File: src/rtl/midi_button_ctrl.sv
// midi_button_ctrl
//   Two-button MIDI controller. Each button is debounced. A press sends Note On
//   and a release sends Note Off, on a 31250-baud 8N1 serial line. Incoming
//   MIDI is decoded so that status bytes can blink an LED.
//
//   Ports
//     clk      system clock
//     rst      synchronous reset, active high
//     btn1/2   asynchronous buttons, high = pressed
//     midi_rx  asynchronous MIDI serial in, idle high
//     midi_tx  MIDI serial out, idle high (registered)
//     led1     high while a message is on the wire
//     led2     toggles on each valid status byte (0x80..0xF7) received
//
//   Build option
//     MIDI_RUNNING_STATUS_EN: the status byte is dropped when it repeats the
//     previously transmitted status.

// Per-button synchronizer and debouncer.
module midi_btn_debounce #(
  parameter int DEBOUNCE_CNT = 500000
) (
  input  logic clk,
  input  logic rst,
  input  logic btn,
  output logic db
);
  localparam int DW = $clog2(DEBOUNCE_CNT + 1);

  logic [1:0]    sync;
  logic [DW-1:0] cnt;

  always_ff @(posedge clk) begin
    if (rst) begin
      sync <= '0;
      cnt  <= '0;
      db   <= 1'b0;
    end else begin
      sync <= {sync[0], btn};
      // Any return to the accepted level restarts the stability window.
      if (sync[1] == db) begin
        cnt <= '0;
      end else if (cnt == DW'(DEBOUNCE_CNT - 1)) begin
        db  <= sync[1];
        cnt <= '0;
      end else begin
        cnt <= cnt + DW'(1);
      end
    end
  end
endmodule

module midi_button_ctrl #(
  parameter int         BAUD_CNT_HALF = 800,
  parameter int         DEBOUNCE_CNT  = 500000,
  parameter int         CHANNEL       = 0,
  parameter logic [7:0] NOTE1         = 8'h3C,
  parameter logic [7:0] NOTE2         = 8'h3E,
  parameter logic [7:0] VELOCITY      = 8'h64
) (
  input  logic rst,
  input  logic clk,
  input  logic btn1,
  input  logic btn2,
  input  logic midi_rx,
  output logic midi_tx,
  output logic led1,
  output logic led2
);
  localparam int              NUM_BTN   = 2;
  localparam int              BW        = $clog2(2 * BAUD_CNT_HALF + 1);
  localparam logic [BW-1:0]   BIT_LAST  = BW'(2 * BAUD_CNT_HALF - 1);
  localparam logic [BW-1:0]   HALF_LAST = BW'(BAUD_CNT_HALF - 1);
  localparam logic [3:0]      CH        = 4'(CHANNEL);

  // ---------------------------------------------------------------- buttons
  logic [NUM_BTN-1:0] btn_in, db, last_sent, pend;

  assign btn_in = {btn2, btn1};

  midi_btn_debounce #(.DEBOUNCE_CNT(DEBOUNCE_CNT)) u_db [NUM_BTN-1:0] (
    .clk (clk),
    .rst (rst),
    .btn (btn_in),
    .db  (db)
  );

  // Level-based scheduling: only the difference between debounced and last
  // announced level matters, so a press+release inside a busy frame vanishes.
  assign pend = db ^ last_sent;

  logic       sel, lvl;
  logic [7:0] msg_status, msg_note, msg_vel;

  always_comb begin
    sel        = ~pend[0];            // btn1 wins when both are pending
    lvl        = db[sel];
    msg_status = {lvl ? 4'h9 : 4'h8, CH};
    msg_note   = sel ? NOTE2 : NOTE1;
    msg_vel    = lvl ? VELOCITY : 8'h00;
  end

  // --------------------------------------------------------------------- TX
  typedef enum logic [1:0] {TX_IDLE, TX_START, TX_DATA, TX_STOP} tx_state_t;

  tx_state_t      tx_st;
  logic [BW-1:0]  tx_cnt;
  logic [2:0]     tx_bit;
  logic [7:0]     tx_byte;
  logic [15:0]    tx_rest;   // bytes still to send, next one in [7:0]
  logic [1:0]     tx_left;   // number of valid bytes in tx_rest
`ifdef MIDI_RUNNING_STATUS_EN
  logic [7:0]     last_status;
`endif

  always_ff @(posedge clk) begin
    if (rst) begin
      tx_st     <= TX_IDLE;
      tx_cnt    <= '0;
      tx_bit    <= '0;
      tx_byte   <= '0;
      tx_rest   <= '0;
      tx_left   <= '0;
      last_sent <= '0;
      midi_tx   <= 1'b1;
      led1      <= 1'b0;
`ifdef MIDI_RUNNING_STATUS_EN
      last_status <= 8'h00;
`endif
    end else begin
      case (tx_st)
        TX_IDLE: begin
          tx_cnt <= '0;
          if (|pend) begin
            last_sent[sel] <= lvl;
`ifdef MIDI_RUNNING_STATUS_EN
            if (msg_status == last_status) begin
              tx_byte <= msg_note;
              tx_rest <= {8'h00, msg_vel};
              tx_left <= 2'd1;
            end else begin
              tx_byte <= msg_status;
              tx_rest <= {msg_vel, msg_note};
              tx_left <= 2'd2;
            end
            last_status <= msg_status;
`else
            tx_byte <= msg_status;
            tx_rest <= {msg_vel, msg_note};
            tx_left <= 2'd2;
`endif
            midi_tx <= 1'b0;
            led1    <= 1'b1;
            tx_st   <= TX_START;
          end
        end
        TX_START: begin
          if (tx_cnt == BIT_LAST) begin
            tx_cnt  <= '0;
            tx_bit  <= '0;
            midi_tx <= tx_byte[0];
            tx_byte <= {1'b0, tx_byte[7:1]};
            tx_st   <= TX_DATA;
          end else begin
            tx_cnt <= tx_cnt + BW'(1);
          end
        end
        TX_DATA: begin
          if (tx_cnt == BIT_LAST) begin
            tx_cnt <= '0;
            if (tx_bit == 3'd7) begin
              midi_tx <= 1'b1;
              tx_st   <= TX_STOP;
            end else begin
              tx_bit  <= tx_bit + 3'd1;
              midi_tx <= tx_byte[0];
              tx_byte <= {1'b0, tx_byte[7:1]};
            end
          end else begin
            tx_cnt <= tx_cnt + BW'(1);
          end
        end
        TX_STOP: begin
          if (tx_cnt == BIT_LAST) begin
            tx_cnt <= '0;
            if (tx_left != 2'd0) begin
              // Next byte of the same message follows with no idle gap.
              tx_byte <= tx_rest[7:0];
              tx_rest <= {8'h00, tx_rest[15:8]};
              tx_left <= tx_left - 2'd1;
              midi_tx <= 1'b0;
              tx_st   <= TX_START;
            end else begin
              led1  <= 1'b0;
              tx_st <= TX_IDLE;
            end
          end else begin
            tx_cnt <= tx_cnt + BW'(1);
          end
        end
        default: begin
          tx_st   <= TX_IDLE;
          midi_tx <= 1'b1;
          led1    <= 1'b0;
        end
      endcase
    end
  end

  // --------------------------------------------------------------------- RX
  typedef enum logic [2:0] {RX_HUNT, RX_START, RX_DATA, RX_STOP, RX_WAIT_IDLE} rx_state_t;

  rx_state_t     rx_st;
  logic [2:0]    rx_sync;   // [1] is the synced line, [2] its previous value
  logic [BW-1:0] rx_cnt;
  logic [2:0]    rx_bit;
  logic [7:0]    rx_sh;
  logic          rxd, rx_prev;

  assign rxd     = rx_sync[1];
  assign rx_prev = rx_sync[2];

  always_ff @(posedge clk) begin
    if (rst) begin
      rx_st   <= RX_HUNT;
      rx_sync <= 3'b111;    // idle level, so a line held low reads as a start
      rx_cnt  <= '0;
      rx_bit  <= '0;
      rx_sh   <= '0;
      led2    <= 1'b0;
    end else begin
      rx_sync <= {rx_sync[1:0], midi_rx};
      case (rx_st)
        RX_HUNT: begin
          rx_cnt <= '0;
          if (rx_prev && !rxd) rx_st <= RX_START;
        end
        RX_START: begin
          // Half a bit after the falling edge: reject glitches.
          if (rx_cnt == HALF_LAST) begin
            rx_cnt <= '0;
            rx_bit <= '0;
            rx_st  <= rxd ? RX_HUNT : RX_DATA;
          end else begin
            rx_cnt <= rx_cnt + BW'(1);
          end
        end
        RX_DATA: begin
          if (rx_cnt == BIT_LAST) begin
            rx_cnt <= '0;
            rx_sh  <= {rxd, rx_sh[7:1]};
            if (rx_bit == 3'd7) rx_st <= RX_STOP;
            else                rx_bit <= rx_bit + 3'd1;
          end else begin
            rx_cnt <= rx_cnt + BW'(1);
          end
        end
        RX_STOP: begin
          if (rx_cnt == BIT_LAST) begin
            rx_cnt <= '0;
            if (rxd) begin
              if (rx_sh[7] && rx_sh < 8'hF8) led2 <= ~led2;
              rx_st <= RX_HUNT;
            end else begin
              rx_st <= RX_WAIT_IDLE;
            end
          end else begin
            rx_cnt <= rx_cnt + BW'(1);
          end
        end
        RX_WAIT_IDLE: begin
          // Require one full bit period of idle before hunting again.
          if (!rxd) begin
            rx_cnt <= '0;
          end else if (rx_cnt == BIT_LAST) begin
            rx_cnt <= '0;
            rx_st  <= RX_HUNT;
          end else begin
            rx_cnt <= rx_cnt + BW'(1);
          end
        end
        default: rx_st <= RX_HUNT;
      endcase
    end
  end
endmodule

File: config.mk
export PLATFORM = sky130hd
export DESIGN_NAME = midi_button_ctrl
export DESIGN_NICKNAME = d
export VERILOG_FILES = /design/src/rtl/midi_button_ctrl.sv
export SDC_FILE = /design/constraint.sdc
export NUM_CORES = 1
export LEC_CHECK = 0
export CAP_MARGIN = 5
export CORE_MARGIN = 2
export CORE_UTILIZATION = 55
export DETAILED_ROUTE_END_ITERATION = 6
export PLACE_DENSITY = 0.74
export REMOVE_ABC_BUFFERS = 1
export SYNTH_ARGS = -nofsm -noshare
export SYNTH_HDL_FRONTEND = slang
export SYNTH_SLANG_ARGS = --single-unit
File: constraint.sdc
create_clock -name clk -period 4.4 [get_ports clk]
set_input_delay 0.66 -clock clk [delete_from_list [all_inputs] [get_ports clk]]
set_output_delay 0.66 -clock clk [all_outputs]
set_load 0.005 [all_outputs]
==> results of run 1 <==
[final cells by class]
type / count / area (um^2)
well taps: 108 / 135
flip-flops and latches: 105 / 2100
multi-input cells: 409 / 2570
fillers: 788 / 3540
inverters: 11 / 41.3
repair buffers: 8 / 72.6
clock inverters: 4 / 27.5
clock buffers: 12 / 145
[per-layer routing]
layer	global-route usage, %	part of all wire, %	up-vias
met5	0	0	-
met4	6.41	1.4	0
met3	3.87	2.2	10
met2	30.8	48	31
met1	23.6	48	1725
li1	-	-	1899
[layout by cell type (no fill, tap or decap), types with 9 or more instances in the layout]
master,n
a21oi_1,21
clkbuf_8,10
dfxtp_1,105
ha_1,13
inv_1,11
mux2i_1,14
nand2_1,47
nand3_1,28
nand4_1,14
nor2_1,89
nor2b_1,16
nor3_1,10
o21ai_0,12
or3_1,9
xnor2_1,19
xor2_1,30
[final timing paths]
path | from | to | slack [ps] | depth (start not counted)
setup reg to reg | tx_st[0]$_SDFFE_PP0P_ | tx_byte[3]$_SDFFE_PP0P_ | 2080 | 6
setup / recovery | tx_st[0]$_SDFFE_PP0P_ | tx_byte[3]$_SDFFE_PP0P_ | 2080 | 6
hold reg to reg | rx_sync[0]$_SDFF_PP1_ | rx_sync[1]$_SDFF_PP1_ | 420 | 1
hold / removal | rx_sync[0]$_SDFF_PP1_ | rx_sync[1]$_SDFF_PP1_ | 420 | 1
[metrics by stage]
| step | hold slack (ps) | cell area [um^2] | power, mW |
|---|---|---|---|
| finish | 417 | 5090 | 1.89 |
| global placement | 393 | 4920 | 1.37 |
| floorplan | 389 | 4710 | 1.28 |
| global route | 425 | 5090 | 2.00 |
| CTS | 417 | 5090 | 1.92 |
| detailed placement | 399 | 4920 | 1.38 |
[sequential cells by signal, summed over array words and instances, names as in the netlist]
register	cells
u_db.cnt	38
rx_cnt	11
rx_sh	5
last_sent	2
tx_left	2
u_db.sync	4
rx_st	3
rx_bit	3
led2	1
tx_cnt	11
led1	1
midi_tx	1
tx_rest	5
rx_sync	3
tx_st	2
tx_byte	8
u_db.db	2
tx_bit	3
[worst register-to-register path, delay by kind of cell (launching register included)]
kind | cells | cell delay, ps
simple gates | 3 | 1200
buf+inv | 1 | 110
compound gates | 1 | 130
flops | 1 | 410
fa+ha+maj | 1 | 400
[power by group through the flow]
stage          Combinational, mW  Sequential, mW  Clock, mW
5_1_grt                    0.358            1.04      0.599
4_1_cts                    0.320            1.04      0.559
3_5_place_dp               0.320            1.06          0
2_1_floorplan              0.236            1.05          0
3_3_place_gp               0.310            1.06          0
6_report                   0.319            1.04      0.536
[logic make-up (layout without fill, tap and decap cells)]
group,Yosys count,count (layout)
AND/OR/NAND/NOR,262,262
flip-flops,105,105
AO/OA/AOI/OAI,70,70
XOR/XNOR,49,49
buffers and inverters,32,35
multiplexers,15,15
adder cells (fa/ha/maj),13,13
==> flow_summary.yaml, run 1 <==
synth:
  synth_mux_area_share_pct: 3.12
  synth.most_common_cell: "dfxtp_1"
  synthXorXnorAreaFrac_pct: 8.85
  synthesis.area_per_instance_um2: 8.88
  synth_ff_type: "dfxtp_1"
  synth-edff-count: 0
  syn_inst: 546
  synth_top_area_cell: "dfxtp_1"
  synth_top_family_by_area: "simple AND/OR/NAND/NOR gates"
  yosys.area_share.simple_pct: 27.6
  netlist-cell-type-count: 59
  synth_top_area_share_pct: 43.4
  ys_top_cells_by_area: "dfxtp_1 (43%), nor2_1 (6.9%), xor2_1 (5.4%)"
  synth_compound_area_share_pct: 9.99
  ys_warn_count: 0
  synthArstFlopShare_pct: 0
  synth.cell_area_um2: 4850
  synthAdderAreaFrac_pct: 3.35
  ys_seq_area_share_pct: 43.4
  ys_seq_elements: 105
  synth_common_cells: "dfxtp_1 (105), nor2_1 (89), nand2_1 (47), xor2_1 (30), nand3_1 (28)"
sta:
  layout_setup_ws_ps: 2080
  clock_skew_ps: 9.97
  tightest_slew_ps: 741
  max_slew_margin_pct: 50.5
  min_period_ps: 2320
  setup_violations: 0
  finalSetupTns_ps: 0
  post-route-period-util_pct: 52.8
  max_freq_mhz: 431
  hold_viol: 0
  slew_violations: 0
  rsz0062_at_grt: "no"
hold_path:
  hold_class: "reg2reg"
clock_network:
  cts_made_buffers: 9
  cts_resized: 0
  ctsHoldBuffers: 0
  clk_pin_slew_worst_paths_ps: 90
  clock_sinks: 105
  cts_buffer_depth: 2
  clk_latency_ps: 360
  cts-htree-levels: 3
  cts_tree: "yes"
  postCtsSetupBuffers: 0
  cts-root-buf: "clkbuf_8"
worst_setup_path:
  worstPathArrival_ps: 2610
  critPathSlowestCell: "or3_1"
  cpPeakStageDelay_ps: 500
  cp_data_required_time_ps: 4690
  crit_path_end_kind: "flop"
  startpoint_type: "flop"
  path_cells: "inv_1, ha_1, nand3_1, nand4_1, or3_1, a21oi_1"
  worst-path-max-fanout: 17
  cp_num_buf_inv: 1
  path_class: "reg2reg"
  cpLargestDelayFamily: "simple AND/OR/NAND/NOR gates"
placement:
  portBuffers: 7
  place_congestion: 0.819
  dp.final_hpwl_um: 5850
  pre_cts_slack_ps: 2120
  placed_cells: 641
floorplan:
  die_h_um: 97.9
  core_area_um2: 8640
  io-pin-count: 8
  initial_utilization_pct: 56.1
  die_x_um: 97.9
  die_area_um2: 9580
  rows: 34
grt:
  grt_overflow: 0
  grtUsageTotal_pct: 18.4
  grt_pass1_vias: 3339
  grt_max_degree: 38
  grt_pass1_wl_um: 14900
  antenna_found_initial: 0
power:
  peakVddDrop_v: 0.000198
  switching_share_pct: 28.4
  p_comb_share_pct: 16.9
  p_sw_uw: 537
  internal-power_mw: 1.36
  leakagePower_nw: 1.69
  p_seq_share_pct: 54.8
  clockPowerShare_pct: 28.3
  p_per_area_nw_per_um2: 372
final_layout:
  syn_to_final_growth_pct: 5.01
  fin_nets: 562
  diodes: 0
  final_core_util_pct: 59.0
  drive_above_1_share_pct: 5.83
  layout.cells.non_filler: 657
drt:
  dr.pass1.iters: 4
  wl_per_cell_um: 12.8
  viasPerCell: 5.58
  wl_um: 8400
  dr.first_iter.drc_count: 150
  drcViolationCount: 0
  num_vias: 3665
  ant_nets: 0
flow_run:
  max_cap_viol_count: 0
status:
  status: "finished clean"
Note: power is estimated with default switching activity, not from simulation.
==> run 2, diff against run 1 <==
Settings changed: PLACE_DENSITY 0.74 to 0.76.
Clock period 4.4 ns to 1.9 ns, I/O delays scaled along.
==> run 2 against run 1 <==
  * Combinational power increased to 3.2 times the previous value
  * Global-route usage increased by 1.7 points
  * Largest power group unchanged
  * Routed wire length increased by 12%
  * Sequential share of layout area decreased by 3.5 points
  * Critical endpoint unchanged
  * First-iteration DRC count increased by 8.0%
  * Cell count increased by 6.8%
  * Highest routed layer unchanged
==> flow_summary.yaml, run 2 (same netlist as run 1, synthesis figures left out) <==
status:
  status: "finished clean"
placement:
  place_congestion: 0.930
  placed_cells: 680
  portBuffers: 7
  dp.final_hpwl_um: 6600
  post_dp_cell_area_um2: 5210
power:
  p_seq_share_pct: 51.0
  clockPowerShare_pct: 27.2
  p_per_area_nw_per_um2: 846
  p_comb_share_pct: 21.8
  peakVddDrop_v: 0.000417
  p_sw_mw: 1.37
  internal-power_mw: 3.36
  switching_share_pct: 29.0
  leakagePower_nw: 1.95
final_layout:
  layout.cells.most_common: "dfxtp_1"
  mostFrequentLayoutCells: "dfxtp_1 (99), nor2_1 (87), nand2_1 (47), buf_4 (44), xor2_1 (30)"
  largest_register_ff_count: 38
  syn_to_final_growth_pct: 15.5
  final_core_util_pct: 64.8
  drive_above_1_share_pct: 17.3
  diodes: 0
  top_regs: "u_db.cnt (38), rx_cnt (11), tx_cnt (11)"
  layout.cells.non_filler: 702
  fin_nets: 607
  design_area_um2: 5600
  regMostFlops: "u_db.cnt"
drt:
  wl_per_cell_um: 13.4
  viasPerCell: 5.61
  ant_nets: 0
  wl_um: 9420
  drcViolationCount: 0
  num_vias: 3939
  dr.pass1.iters: 4
  dr.first_iter.drc_count: 162
hold_path:
  timing.hold.worst_path_depth: 2
  hold-path-endpoint: "u_db[0].db$_SDFFE_PP0P_"
  min_from: "rst"
  hold_class: "in2reg"
clock_network:
  cts_tree: "yes"
  cts-htree-levels: 3
  ctsHoldBuffers: 0
  cts_buffer_depth: 2
  cts-root-buf: "clkbuf_8"
  clk_pin_slew_worst_paths_ps: 100
  cts_made_buffers: 9
  clk_latency_ps: 370
  clock_sinks: 105
grt:
  grt_pass1_vias: 3823
  grtUsageTotal_pct: 20.0
  grt_overflow: 0
  antenna_found_initial: 0
  grt_pass1_wl_um: 16400
  grt_max_degree: 18
floorplan:
  io-pin-count: 8
  die_x_um: 97.9
  die_h_um: 97.9
  initial_utilization_pct: 56.1
  rows: 34
  core_area_um2: 8640
  die_area_um2: 9580
worst_setup_path:
  cp_data_required_time_ps: 2200
  worst-path-max-fanout: 6
  worstPathArrival_ps: 2110
  ff2ff_path_depth: 6
  reg2reg_slack_ps: 80
  r2r_start: "tx_st[0]$_SDFFE_PP0P_"
  crit_path_end_kind: "flop"
  startpoint_type: "flop"
  path_class: "reg2reg"
  reg2reg_to: "tx_byte[3]$_SDFFE_PP0P_"
sta:
  post-route-period-util_pct: 95.6
  min_period_ps: 1820
  slew_violations: 0
  fin_hold_ws_ps: 210
  setup_violations: 0
  rsz0062_at_grt: "yes"
  max_slew_margin_pct: 71.9
  clock_skew_ps: 9.27
  hold_viol: 0
  tightest_slew_ps: 419
  max_freq_mhz: 551
flow_run:
  max_cap_viol_count: 0
==> run 2: cell types whose count changed in the layout (fill, tap and decap cells not counted), sizes merged <==
cell      before  now
buf            2   47
clkinv         3    0
clkinvlp       0    2
inv           12   13
==> run 2: cell type report <==
type | count | area, um^2
fillers | 716 | 3040
multi-input cells | 409 | 2710
flip-flops and latches | 105 | 2110
repair buffers | 53 | 418
clock buffers | 12 | 145
well taps | 108 | 135
inverters | 11 | 43.8
clock inverters | 4 | 35.0
==> run 2: worst max-delay path: stages, from the launching register on <==
cell     delay [ps]
dfxtp_4         380
ha_2            220
nor3_4          190
a41o_1          170
nand4_1         230
or3_1           440
a21oi_1         130
==> run 2: power groups by stage <==
stage	Combinational, mW	Clock (mW)	Sequential (mW)
6_report	1.03	1.29	2.42
3_5_place_dp	0.910	0	2.44
3_3_place_gp	0.878	0	2.44
5_1_grt	1.14	1.42	2.43
2_1_floorplan	0.546	0	2.43
4_1_cts	0.927	1.33	2.39
==> run 2: repair_timing <==
item,4_1_cts,5_1_grt
buffers inserted,1,5
gates resized for setup,1,40
setup endpoints to repair,6,53
pin swaps,1,15
==> run 2: stage by stage <==
step	TNS, ps	setup WS, ps	power, mW
2_1_floorplan	-254	-84.0	2.97
3_3_place_gp	0	80.3	3.31
3_5_place_dp	-118	-57.7	3.35
4_1_cts	0	18.4	4.65
5_1_grt	-318	-64.6	4.99
6_report	0	83.8	4.74
==> run 2: metal layers <==
metal / up-vias / part of all wire [%] / track usage, %
met3: 19 / 3.1 / 3.94
met2: 63 / 49 / 34.7
met5: - / 0 / 0
li1: 1988 / - / -
met1: 1869 / 46 / 24.7
met4: 0 / 2.0 / 7.69
==> run 2: worst max-delay path by stage <==
stage | endpoint | from | slack [ps] | depth (start not counted)
2_1_floorplan | tx_byte[3]$_SDFFE_PP0P_ | tx_st[0]$_SDFFE_PP0P_ | -80 | 7
3_3_place_gp | rx_st[2]$_SDFFE_PP0P_ | rx_cnt[1]$_SDFFE_PP0P_ | 80 | 6
3_5_place_dp | tx_byte[5]$_SDFFE_PP0P_ | tx_st[0]$_SDFFE_PP0P_ | -60 | 8
4_1_cts | rx_sh[7]$_SDFFE_PP0P_ | rx_cnt[1]$_SDFFE_PP0P_ | 20 | 7
5_1_grt | rx_sh[7]$_SDFFE_PP0P_ | rx_cnt[0]$_SDFFE_PP0P_ | -60 | 7
6_report | tx_byte[3]$_SDFFE_PP0P_ | tx_st[0]$_SDFFE_PP0P_ | 80 | 6
